## src/rtl/clock_display_scanner.sv

```systemverilog
// Six-digit multiplexed 7-segment scanner for the clock (HH MM SS).
// Frame-coherent input snapshot, BCD decode, guard blanking and blink.
module clock_display_scanner #(
  parameter int SCAN_DIV     = 1000,
  parameter int GUARD        = 2,
  parameter int BLINK_FRAMES = 50
) (
  input  logic       sys_clk,
  input  logic       rst,
  input  logic [4:0] current_hours,
  input  logic [5:0] current_minutes,
  input  logic [5:0] current_seconds,
  input  logic [4:0] alarm_hours,
  input  logic [5:0] alarm_minutes,
  input  logic [2:0] display_mode,
  input  logic       alarm_active,
  output logic [5:0] an,
  output logic [6:0] seg,
  output logic       dp
);

  localparam int SW = (SCAN_DIV > 1) ? $clog2(SCAN_DIV) : 1;
  localparam int FW = (BLINK_FRAMES > 1) ? $clog2(BLINK_FRAMES) : 1;

  localparam logic [SW-1:0] SCAN_LAST  = SW'(SCAN_DIV - 1);
  localparam logic [SW-1:0] GUARD_V    = SW'(GUARD);
  localparam logic [FW-1:0] FRAME_LAST = FW'(BLINK_FRAMES - 1);

  localparam logic [6:0] SEG_BLANK = 7'h7F;
  localparam logic [6:0] SEG_DASH  = 7'b0111111;

  typedef enum logic [2:0] {
    MODE_TIME   = 3'd0,
    MODE_SET_H  = 3'd1,
    MODE_SET_M  = 3'd2,
    MODE_SET_AH = 3'd3,
    MODE_SET_AM = 3'd4
  } mode_t;

  function automatic mode_t norm_mode(input logic [2:0] m);
    return (m > 3'd4) ? MODE_TIME : mode_t'(m);
  endfunction

  // Repeated subtraction keeps the divide-by-ten small and width-exact.
  function automatic logic [7:0] to_bcd(input logic [5:0] v);
    logic [3:0] tens;
    logic [5:0] rem;
    tens = 4'd0;
    rem  = v;
    for (int i = 0; i < 6; i++) begin
      if (rem >= 6'd10) begin
        rem  = rem - 6'd10;
        tens = tens + 4'd1;
      end
    end
    return {tens, 4'(rem)};
  endfunction

  function automatic logic [6:0] to_seg(input logic [3:0] d);
    logic [6:0] s;
    case (d)
      4'd0:    s = 7'b1000000;
      4'd1:    s = 7'b1111001;
      4'd2:    s = 7'b0100100;
      4'd3:    s = 7'b0110000;
      4'd4:    s = 7'b0011001;
      4'd5:    s = 7'b0010010;
      4'd6:    s = 7'b0000010;
      4'd7:    s = 7'b1111000;
      4'd8:    s = 7'b0000000;
      4'd9:    s = 7'b0010000;
      default: s = SEG_BLANK;
    endcase
    return s;
  endfunction

  logic [SW-1:0] scan_cnt;
  logic [2:0]    idx;
  logic [FW-1:0] frame_cnt;
  logic          blink_phase;
  logic          prime;

  logic [4:0] snap_hours;
  logic [5:0] snap_minutes;
  logic [5:0] snap_seconds;
  logic [4:0] snap_alarm_hours;
  logic [5:0] snap_alarm_minutes;
  logic [2:0] snap_mode;

  logic slot_last;
  logic frame_wrap;
  logic frame_start;

  assign slot_last   = (scan_cnt == SCAN_LAST);
  assign frame_wrap  = slot_last && (idx == 3'd5);
  assign frame_start = prime || frame_wrap;

  always_ff @(posedge sys_clk or posedge rst) begin
    if (rst) begin
      scan_cnt    <= '0;
      idx         <= 3'd0;
      frame_cnt   <= '0;
      blink_phase <= 1'b0;
    end else begin
      scan_cnt <= slot_last ? '0 : scan_cnt + SW'(1);
      if (slot_last) begin
        idx <= (idx == 3'd5) ? 3'd0 : idx + 3'd1;
      end
      if (frame_wrap) begin
        if (frame_cnt == FRAME_LAST) begin
          frame_cnt   <= '0;
          blink_phase <= ~blink_phase;
        end else begin
          frame_cnt <= frame_cnt + FW'(1);
        end
      end
    end
  end

  // alarm_active is not latched: blanking and dp follow it live.
  always_ff @(posedge sys_clk or posedge rst) begin
    if (rst) begin
      prime              <= 1'b1;
      snap_hours         <= '0;
      snap_minutes       <= '0;
      snap_seconds       <= '0;
      snap_alarm_hours   <= '0;
      snap_alarm_minutes <= '0;
      snap_mode          <= '0;
    end else if (frame_start) begin
      prime              <= 1'b0;
      snap_hours         <= current_hours;
      snap_minutes       <= current_minutes;
      snap_seconds       <= current_seconds;
      snap_alarm_hours   <= alarm_hours;
      snap_alarm_minutes <= alarm_minutes;
      snap_mode          <= display_mode;
    end
  end

  mode_t      src_mode;
  mode_t      live_mode;
  logic       show_alarm;
  logic [4:0] hours_v;
  logic [5:0] minutes_v;
  logic [7:0] hours_bcd;
  logic [7:0] minutes_bcd;
  logic [7:0] seconds_bcd;
  logic       hours_ok;
  logic       minutes_ok;
  logic       seconds_ok;

  always_comb begin
    src_mode    = norm_mode(snap_mode);
    live_mode   = norm_mode(display_mode);
    show_alarm  = (src_mode == MODE_SET_AH) ||
                  (src_mode == MODE_SET_AM);
    hours_v     = show_alarm ? snap_alarm_hours : snap_hours;
    minutes_v   = show_alarm ? snap_alarm_minutes : snap_minutes;
    hours_bcd   = to_bcd({1'b0, hours_v});
    minutes_bcd = to_bcd(minutes_v);
    seconds_bcd = to_bcd(snap_seconds);
    hours_ok    = (hours_v <= 5'd23);
    minutes_ok  = (minutes_v <= 6'd59);
    seconds_ok  = (snap_seconds <= 6'd59);
  end

  logic [6:0] digit;

  always_comb begin
    digit = SEG_BLANK;
    unique case (idx)
      3'd0: digit = show_alarm ? SEG_BLANK :
                    seconds_ok ? to_seg(seconds_bcd[3:0]) : SEG_DASH;
      3'd1: digit = show_alarm ? SEG_BLANK :
                    seconds_ok ? to_seg(seconds_bcd[7:4]) : SEG_DASH;
      3'd2: digit = minutes_ok ? to_seg(minutes_bcd[3:0]) : SEG_DASH;
      3'd3: digit = minutes_ok ? to_seg(minutes_bcd[7:4]) : SEG_DASH;
      3'd4: digit = hours_ok ? to_seg(hours_bcd[3:0]) : SEG_DASH;
      3'd5: digit = hours_ok ? to_seg(hours_bcd[7:4]) : SEG_DASH;
      default: digit = SEG_BLANK;
    endcase
  end

  logic       blank;
  logic [5:0] an_next;
  logic [6:0] seg_next;
  logic       dp_next;

  // Set-mode blink wins; the ringing alarm only blinks in plain time view.
  always_comb begin
    blank = 1'b0;
    if (blink_phase) begin
      unique case (live_mode)
        MODE_SET_H, MODE_SET_AH: blank = (idx >= 3'd4);
        MODE_SET_M, MODE_SET_AM: blank = (idx == 3'd2) || (idx == 3'd3);
        default:                 blank = alarm_active;
      endcase
    end
  end

  always_comb begin
    an_next  = (scan_cnt < GUARD_V) ? 6'h3F : ~(6'b000001 << idx);
    seg_next = blank ? SEG_BLANK : digit;
    dp_next  = 1'b1;
    if (alarm_active) begin
      dp_next = 1'b0;
    end else if (!blink_phase && ((idx == 3'd2) || (idx == 3'd4))) begin
      dp_next = 1'b0;
    end
  end

  always_ff @(posedge sys_clk or posedge rst) begin
    if (rst) begin
      an  <= 6'h3F;
      seg <= SEG_BLANK;
      dp  <= 1'b1;
    end else begin
      an  <= an_next;
      seg <= seg_next;
      dp  <= dp_next;
    end
  end

endmodule

```

## config.mk

```make
export PLATFORM = sky130hd
export DESIGN_NAME = clock_display_scanner
export DESIGN_NICKNAME = d
export VERILOG_FILES = /design/src/rtl/clock_display_scanner.sv
export SDC_FILE = /design/constraint.sdc
export NUM_CORES = 1
export LEC_CHECK = 0
export ABC_CLOCK_PERIOD_IN_PS = 8500
export CAP_MARGIN = 15
export CORE_UTILIZATION = 45
export CTS_CLUSTER_DIAMETER = 80
export DETAILED_ROUTE_END_ITERATION = 7
export SYNTH_ARGS = -nofsm -noshare
export SYNTH_HDL_FRONTEND = slang
export SYNTH_SLANG_ARGS = --single-unit
```

## constraint.sdc

```tcl
create_clock -name sys_clk -period 8.5 [get_ports sys_clk]
set_input_delay 0.85 -clock sys_clk [delete_from_list [all_inputs] [get_ports sys_clk]]
set_output_delay 0.85 -clock sys_clk [all_outputs]
set_load 0.02 [all_outputs]
```

-- After elaboration in Yosys (flattened, before gate mapping)
Memory sizes are Yosys's and may differ from the RTL's.
Index checks and enable logic that the tools add are counted.
- bits in registers: 66
- bits in read-only memories: 672
- input bits: 34
- output and inout bits: 14
- word-level logic and storage cells: 166
- memories: 6
- add/subtract/negate cells: 36
- order comparisons: 25
- eq/ne operators: 13
- shift-type cells: 1
- mux-type cells: 58
- bitwise gates (word level): 2
- reduce and logical (&&, ||, !) cells: 11
- memory list (memory ; depth ; width ; rd ports ; clocked after memory_dff ; wr ports ; line ; source):
    (no name shown) ; 16 ; 7 ; 1 ; 0 ; 0 ; 61 ; case (d)
    (no name shown) ; 16 ; 7 ; 1 ; 0 ; 0 ; 61 ;
    (no name shown) ; 16 ; 7 ; 1 ; 0 ; 0 ; 61 ;
    (no name shown) ; 16 ; 7 ; 1 ; 0 ; 0 ; 61 ;
    (no name shown) ; 16 ; 7 ; 1 ; 0 ; 0 ; 61 ;
    (no name shown) ; 16 ; 7 ; 1 ; 0 ; 0 ; 61 ;
- operators with widths (cell ; count):
    6-bit 2-to-1 mux ; 18
    6-bit by 4-bit greater-or-equal comparator with 1-bit output, second input constant ; 17
    6-bit by 4-bit subtractor with 6-bit output, second input constant ; 14
    4-bit 2-to-1 mux ; 18
    7-bit 2-to-1 mux ; 9
    4-bit by 1-bit adder with 4-bit output, second input constant ; 15
    7-bit one-hot mux with 6 select lines ; 1
    3-bit by 2-bit equality test with 1-bit output, second input constant ; 5
    3-bit equality test, second input constant ; 4
    6-bit <= comparator, second input constant ; 2
    4-bit subtractor, second input constant ; 3
    10-bit by 1-bit adder with 10-bit output, second input constant ; 1
    10-bit equality test, second input constant ; 1
    10-bit by 2-bit < comparator with 1-bit output, second input constant ; 1
    10-bit 2-to-1 mux ; 1
    3-bit 2-to-1 mux ; 3
    6-bit by 1-bit adder with 6-bit output, second input constant ; 1
    3-bit by 1-bit equality test with 1-bit output, second input constant ; 2
    6-bit equality test, second input constant ; 1
    3-bit greater-than comparator, second input constant ; 2
    1-bit 2-to-1 mux ; 6
    6-bit NOT ; 1
    1-bit by 3-bit left shift with 6-bit output, first input constant ; 1
    5-bit by 4-bit subtractor with 6-bit output, second input constant ; 1
    13 further kinds ; 18

-- Depth between registers and ports, before layout
An unclocked memory read counts as a cell.
- depth after elaboration: 21
- mapped depth: 47
- depth with buffers taken out: 43

-- Least setup slack after synthesis
Ideal clock, no wire load.
- path type: register to register
- from: register snap_seconds[2]
- to: register seg[2]
- library setup time: 0.093 ns
- arrival: 7.386 ns
- data required time: 8.407 ns
- path slack: 1.021 ns
- cell stages (with the launch flop): 44
- buffers on the path: 4
- clock period less this slack: 7.479 ns
- cell sequence: dfrtp_1 > buf_2 > inv_1 > ha_1 > and3b_1 > nor2_4 > nand2_1 > a21oi_1 > inv_1 > ha_1 > nand2_1 > a21oi_1 > or3_1 > buf_6 > o21ai_0 > inv_1 > ha_1 > nand2_1 > (+8 left out) > and2b_1 > a21o_1 > a211oi_4 > a21oi_1 > ha_1 > inv_1 > a311oi_4 > nor4_2 > buf_2 > mux2_4 > ha_1 > nand2b_1 > o32a_1 > o2111a_1 > o311ai_4 > a41oi_4 > a211oi_1 > o211ai_1
- longest elaborated chain between the ends: 17
- elaborated cells between the ends (all ways): 38
- classes of those cells: 11 x add/sub; 7 x order compare; 18 x mux; 2 x memory
- RTL lines (what ; line ; source):
    from (decl) ; 85 ; logic [5:0] snap_seconds;
    from (signal assigned) ; 134 ; snap_seconds <= current_seconds;
    6-bit by 4-bit subtractor with 6-bit output / 6-bit by 4-bit greater-or-equal comparator with 1-bit output (equally long branches) ; 52, 51 ;
    6-bit 2-to-1 mux / 1-bit 2-to-1 mux (equally long branches) ; 51 ; if (rem >= 6'd10) begin
    6-bit by 4-bit subtractor with 6-bit output, or another cell as far along ; 52 ; rem = rem - 6'd10;
    6-bit 2-to-1 mux / 4-bit 2-to-1 mux (equally long branches) ; 51 ;
    6-bit by 4-bit subtractor with 6-bit output, or another cell as far along ; 52 ;
    6-bit 2-to-1 mux / 4-bit 2-to-1 mux (equally long branches) ; 51 ;
    6-bit by 4-bit subtractor with 6-bit output, or another cell as far along ; 52 ;
    6-bit 2-to-1 mux / 4-bit 2-to-1 mux (equally long branches) ; 51 ;
    (+2 left out) ; - ;
    6-bit by 4-bit greater-or-equal comparator with 1-bit output, or another cell as far along ; 51 ;
    4-bit 2-to-1 mux ; 51 ;
    memory 16 x 7 bit ; - ;
    7-bit 2-to-1 mux, on equally long branches ; 176, 174 ;
    7-bit 2-to-1 mux, on equally long branches ; 175, 173 ;
    7-bit one-hot mux with 6 select lines * ; 172 ; unique case (idx)
    7-bit 2-to-1 mux * ; 204 ; seg_next = blank ? SEG_BLANK : digit;
    net seg_next[2] ; 187 ; logic [6:0] seg_next;
    to (signal assigned) ; 220 ; seg <= seg_next;
    to (decl) ; 18 ; output logic [6:0] seg,
The timed path passes the listed nets; every way through them passes the cells marked *.
A chain may end at the register's enable or synchronous reset.

-- Final worst setup path
Same ends and word-level chain as after synthesis.

==> summary.md <==
| Metric | Value |
|---|---|
| Status | finished clean |
| Maximum level of the CTS H-tree | 3 |
| Total cell area at the placement stage | 8960 sq um |
| Largest buffer count on any clock path | 2 |
| Highest clock frequency the design can meet | 127 MHz |
| Critical Setup Path Class | flip-flop to flip-flop |
| Std-Cell Rows | 49 |
| Share of synthesized area occupied by flip-flops and latches | 0.201 |
| Drt via density | 5.99 |
| Final estimated routing congestion in global placement | 0.879 |
| HPWL after DPL | 16200 microns |
| Share of the core filled with cells | 0.520 |
| Endpoint arrival time on the critical path | 8.15 ns |
| Top_reg_cell synth | sky130_fd_sc_hd__dfrtp_1 |
| Clock transition at the registers of the reported paths | 0.06 ns |
| Layout Nets | 1145 |
| Aggregate routed wire length | 20800 microns |
| Final Max Slew Viols | 0 |
| Most common cell on crit path | sky130_fd_sc_hd__ha_1 |
| Non-Filler Cell Area, Final | 9380 sq um |
| Clock net sink count | 66 |
| Horizontal die dimension | 138 microns |
| DRC violation count after routing | 0 |
| Largest stage delay on the critical path | 0.43 ns |
| Number of I/O pins | 48 |
| Post-layout minimum cycle time | 7.90 ns |
| Post-layout instance count excluding filler cells | 1284 |
| Routed Antenna Nets | 0 |
| Share of post-route cells with drive strength above 1 | 0.150 |
| Cell at the root of the clock tree | sky130_fd_sc_hd__clkbuf_16 |
| Met3 layer usage reported by global route | 0.0314 |
| Seq cells post-synth | 66 |
| Total routing resource utilization after global routing | 0.222 |
| Total Negative Setup Slacks | 0 ns |
| Most common cell after layout, fill and taps aside | sky130_fd_sc_hd__nand2_1 |
| Measured slew at the worst slew-check pin | 0.995 ns |
| Kind of cell with the highest combined delay on the critical path | compound AO/OA/AOI/OAI gates |
| Startpoint class of the critical path | flip-flop |
| Buffers & Inverters on Critical Path | 7 |
| Fill cell total of the finished layout | 1720 |
| Post-Synthesis Cell Area | 8310 sq um |
| YS warnings | 0 |
| Die Footprint | 19000 sq um |
| Final hold violations | 0 |
| Remaining max-slew budget at the tightest pin | 0.335 |
| Crit end category | flip-flop |
| CP max FO | 12 |
| Initial Util | 0.461 |
| Post-synth EDFFs | 0 |
| GRT overflow | 0 |
| Period Utilization, post-route | 0.929 |
| # diodes | 0 |
| Required arrival time at the worst endpoint | 8.75 ns |
| Area of the multi-input gates | 6220 sq um |
| Met1 capacity usage during global routing | 0.306 |
| First drt pass iteration count | 5 |
| Storage element area | 1670 sq um |
| Area added between synthesis and finish | 12.9% |
| Distinct cell type count of the synthesized netlist | 113 |
| Maximum number of pins on one net before global-route repair | 67 |
| Core Footprint | 18000 sq um |
| Avg WL per Cell | 16.2 microns |
| Antenna violations before repair | 0 |
| Vias in the first global route | 6866 |
| Number of nets in the synthesized netlist | 1107 |
| Worst clock skew on the final layout | 0.00716 ns |
| Share of synthesized registers carrying an async set or reset | 1.00 |
| Global-route wire length before repair | 33800 microns |
| TritonCTS Buffers | 9 |
| Die height | 138 microns |
| Post-Place Cells | 1261 |
| Via count | 7685 |
| Met2 routing resource usage after global routing | 0.371 |
| Slowest CP cell | sky130_fd_sc_hd__dfrtp_2 |
| Worst-Skew Late Latency | 0.34 ns |
| Clock tree from TritonCTS | done |
| Class of the tightest hold or removal check | flip-flop to flip-flop |
| Mean cell area of the mapped netlist | 8.21 sq um |
| Number of max-cap violations | 0 |
| Post-synthesis cell count | 1012 |
| DR iter-0 viols | 405 |
| Number of setup violations in the final report | 0 |
| # port buffers | 47 |
| Most used routing layer | met2 |
| Most frequent cells in the layout | sky130_fd_sc_hd__nand2_1 (94), sky130_fd_sc_hd__nor2_1 (64), sky130_fd_sc_hd__ha_1 (61), sky130_fd_sc_hd__inv_1 (58), sky130_fd_sc_hd__o21ai_0 (54) |
cell families after synthesis:
family                   Yosys count  synth area share
AO/OA/AOI/OAI                    326             0.297
XOR/XNOR                          50            0.0545
adder cells (fa/ha/maj)           61            0.0919
buffers and inverters            102            0.0523
flip-flops                        66             0.201
multiplexers                      71            0.0952
other                              1          0.000451
AND/OR/NAND/NOR                  335             0.208
layer usage:
metal | part of all wire | vias to the layer above
li1 | - | 3875
met1 | 0.49 | 3646
met2 | 0.47 | 149
met3 | 0.035 | 15
met4 | 0.0079 | 0
met5 | 0 | -
sequential cells by signal, indices dropped and copies added, names as in the netlist:
| register | flops |
|---|---|
| snap_alarm_minutes | 6 |
| idx | 3 |
| scan_cnt | 10 |
| prime | 1 |
| snap_mode | 3 |
| snap_seconds | 6 |
| snap_alarm_hours | 5 |
| an | 6 |
| blink_phase | 1 |
| snap_minutes | 6 |
| seg | 7 |
| frame_cnt | 6 |
| dp | 1 |
| snap_hours | 5 |
cells in the mapped netlist (5+ instances only):
master | instances | share of area
sky130_fd_sc_hd__dfstp_2 | 15 | 0.047
sky130_fd_sc_hd__nor3_1 | 19 | 0.011
sky130_fd_sc_hd__nand3b_1 | 5 | 0.0045
sky130_fd_sc_hd__o211ai_1 | 26 | 0.023
sky130_fd_sc_hd__mux2_2 | 45 | 0.061
sky130_fd_sc_hd__nor2_1 | 65 | 0.029
sky130_fd_sc_hd__dfrtp_1 | 51 | 0.15
sky130_fd_sc_hd__nand2b_1 | 13 | 0.0098
sky130_fd_sc_hd__o211a_1 | 6 | 0.0072
sky130_fd_sc_hd__xnor2_1 | 30 | 0.032
sky130_fd_sc_hd__clkbuf_1 | 17 | 0.0077
sky130_fd_sc_hd__o2111ai_1 | 6 | 0.0063
sky130_fd_sc_hd__nand2_1 | 94 | 0.042
sky130_fd_sc_hd__a22oi_1 | 10 | 0.0090
sky130_fd_sc_hd__nand3_1 | 33 | 0.020
sky130_fd_sc_hd__ha_1 | 61 | 0.092
sky130_fd_sc_hd__and2_1 | 15 | 0.011
sky130_fd_sc_hd__or2_1 | 5 | 0.0038
sky130_fd_sc_hd__a21o_1 | 10 | 0.0090
sky130_fd_sc_hd__o21ai_1 | 17 | 0.010
sky130_fd_sc_hd__nand4_1 | 10 | 0.0075
sky130_fd_sc_hd__a211o_1 | 9 | 0.0095
sky130_fd_sc_hd__o31ai_1 | 7 | 0.0063
sky130_fd_sc_hd__or3_1 | 11 | 0.0083
sky130_fd_sc_hd__a21oi_1 | 47 | 0.028
sky130_fd_sc_hd__inv_1 | 59 | 0.027
sky130_fd_sc_hd__o21a_1 | 8 | 0.0072
sky130_fd_sc_hd__xor2_1 | 18 | 0.019
sky130_fd_sc_hd__or2_2 | 5 | 0.0038
sky130_fd_sc_hd__nor2b_1 | 21 | 0.016
sky130_fd_sc_hd__nor3b_1 | 9 | 0.0081
sky130_fd_sc_hd__a211oi_1 | 12 | 0.011
sky130_fd_sc_hd__mux2i_1 | 20 | 0.024
sky130_fd_sc_hd__buf_2 | 12 | 0.0072
sky130_fd_sc_hd__o21ai_0 | 56 | 0.034
sky130_fd_sc_hd__o22ai_1 | 11 | 0.0083
sky130_fd_sc_hd__a31oi_1 | 14 | 0.011
area by class of cell:
class	instances	area share
clock inverters	6	0.0120
multi-input cells	844	0.663
inverters	64	0.0259
repair buffers	65	0.0646
clock buffers	10	0.0255
flip-flops and latches	66	0.178
well taps	229	0.0305
stage by stage:
stage	hold slack [ns]	setup WS [ns]
3_5_place_dp	0.478	0.262
4_1_cts	0.485	0.235
5_1_grt	0.503	-0.0391
3_3_place_gp	0.482	0.486
6_report	0.481	0.603
2_1_floorplan	0.448	1.02
final timing paths:
kind	from	endpoint	slack, ns	depth (start not counted)
worst max-delay path	snap_seconds[2]	seg[2]	0.60	41
worst min-delay path	scan_cnt[0]	scan_cnt[0]	0.48	1
worst max register to register	snap_seconds[2]	seg[2]	0.60	41
worst min register to register	scan_cnt[0]	scan_cnt[0]	0.48	1
max in group asynchronous	rst	snap_seconds[2]	6.81	3
min in group asynchronous	rst	snap_hours[1]	1.09	3
timing repair:
| action | 4_1_cts | 5_1_grt |
|---|---|---|
| setup buffers | 0 | 7 |
| resized for setup | 0 | 8 |
| hold buffers | 0 | 0 |
| setup endpoints to repair | 0 | 7 |
Power is left out: the tool's default activity adds up to more than one toggle a clock period on the data nets, which glitch-free logic cannot reach.
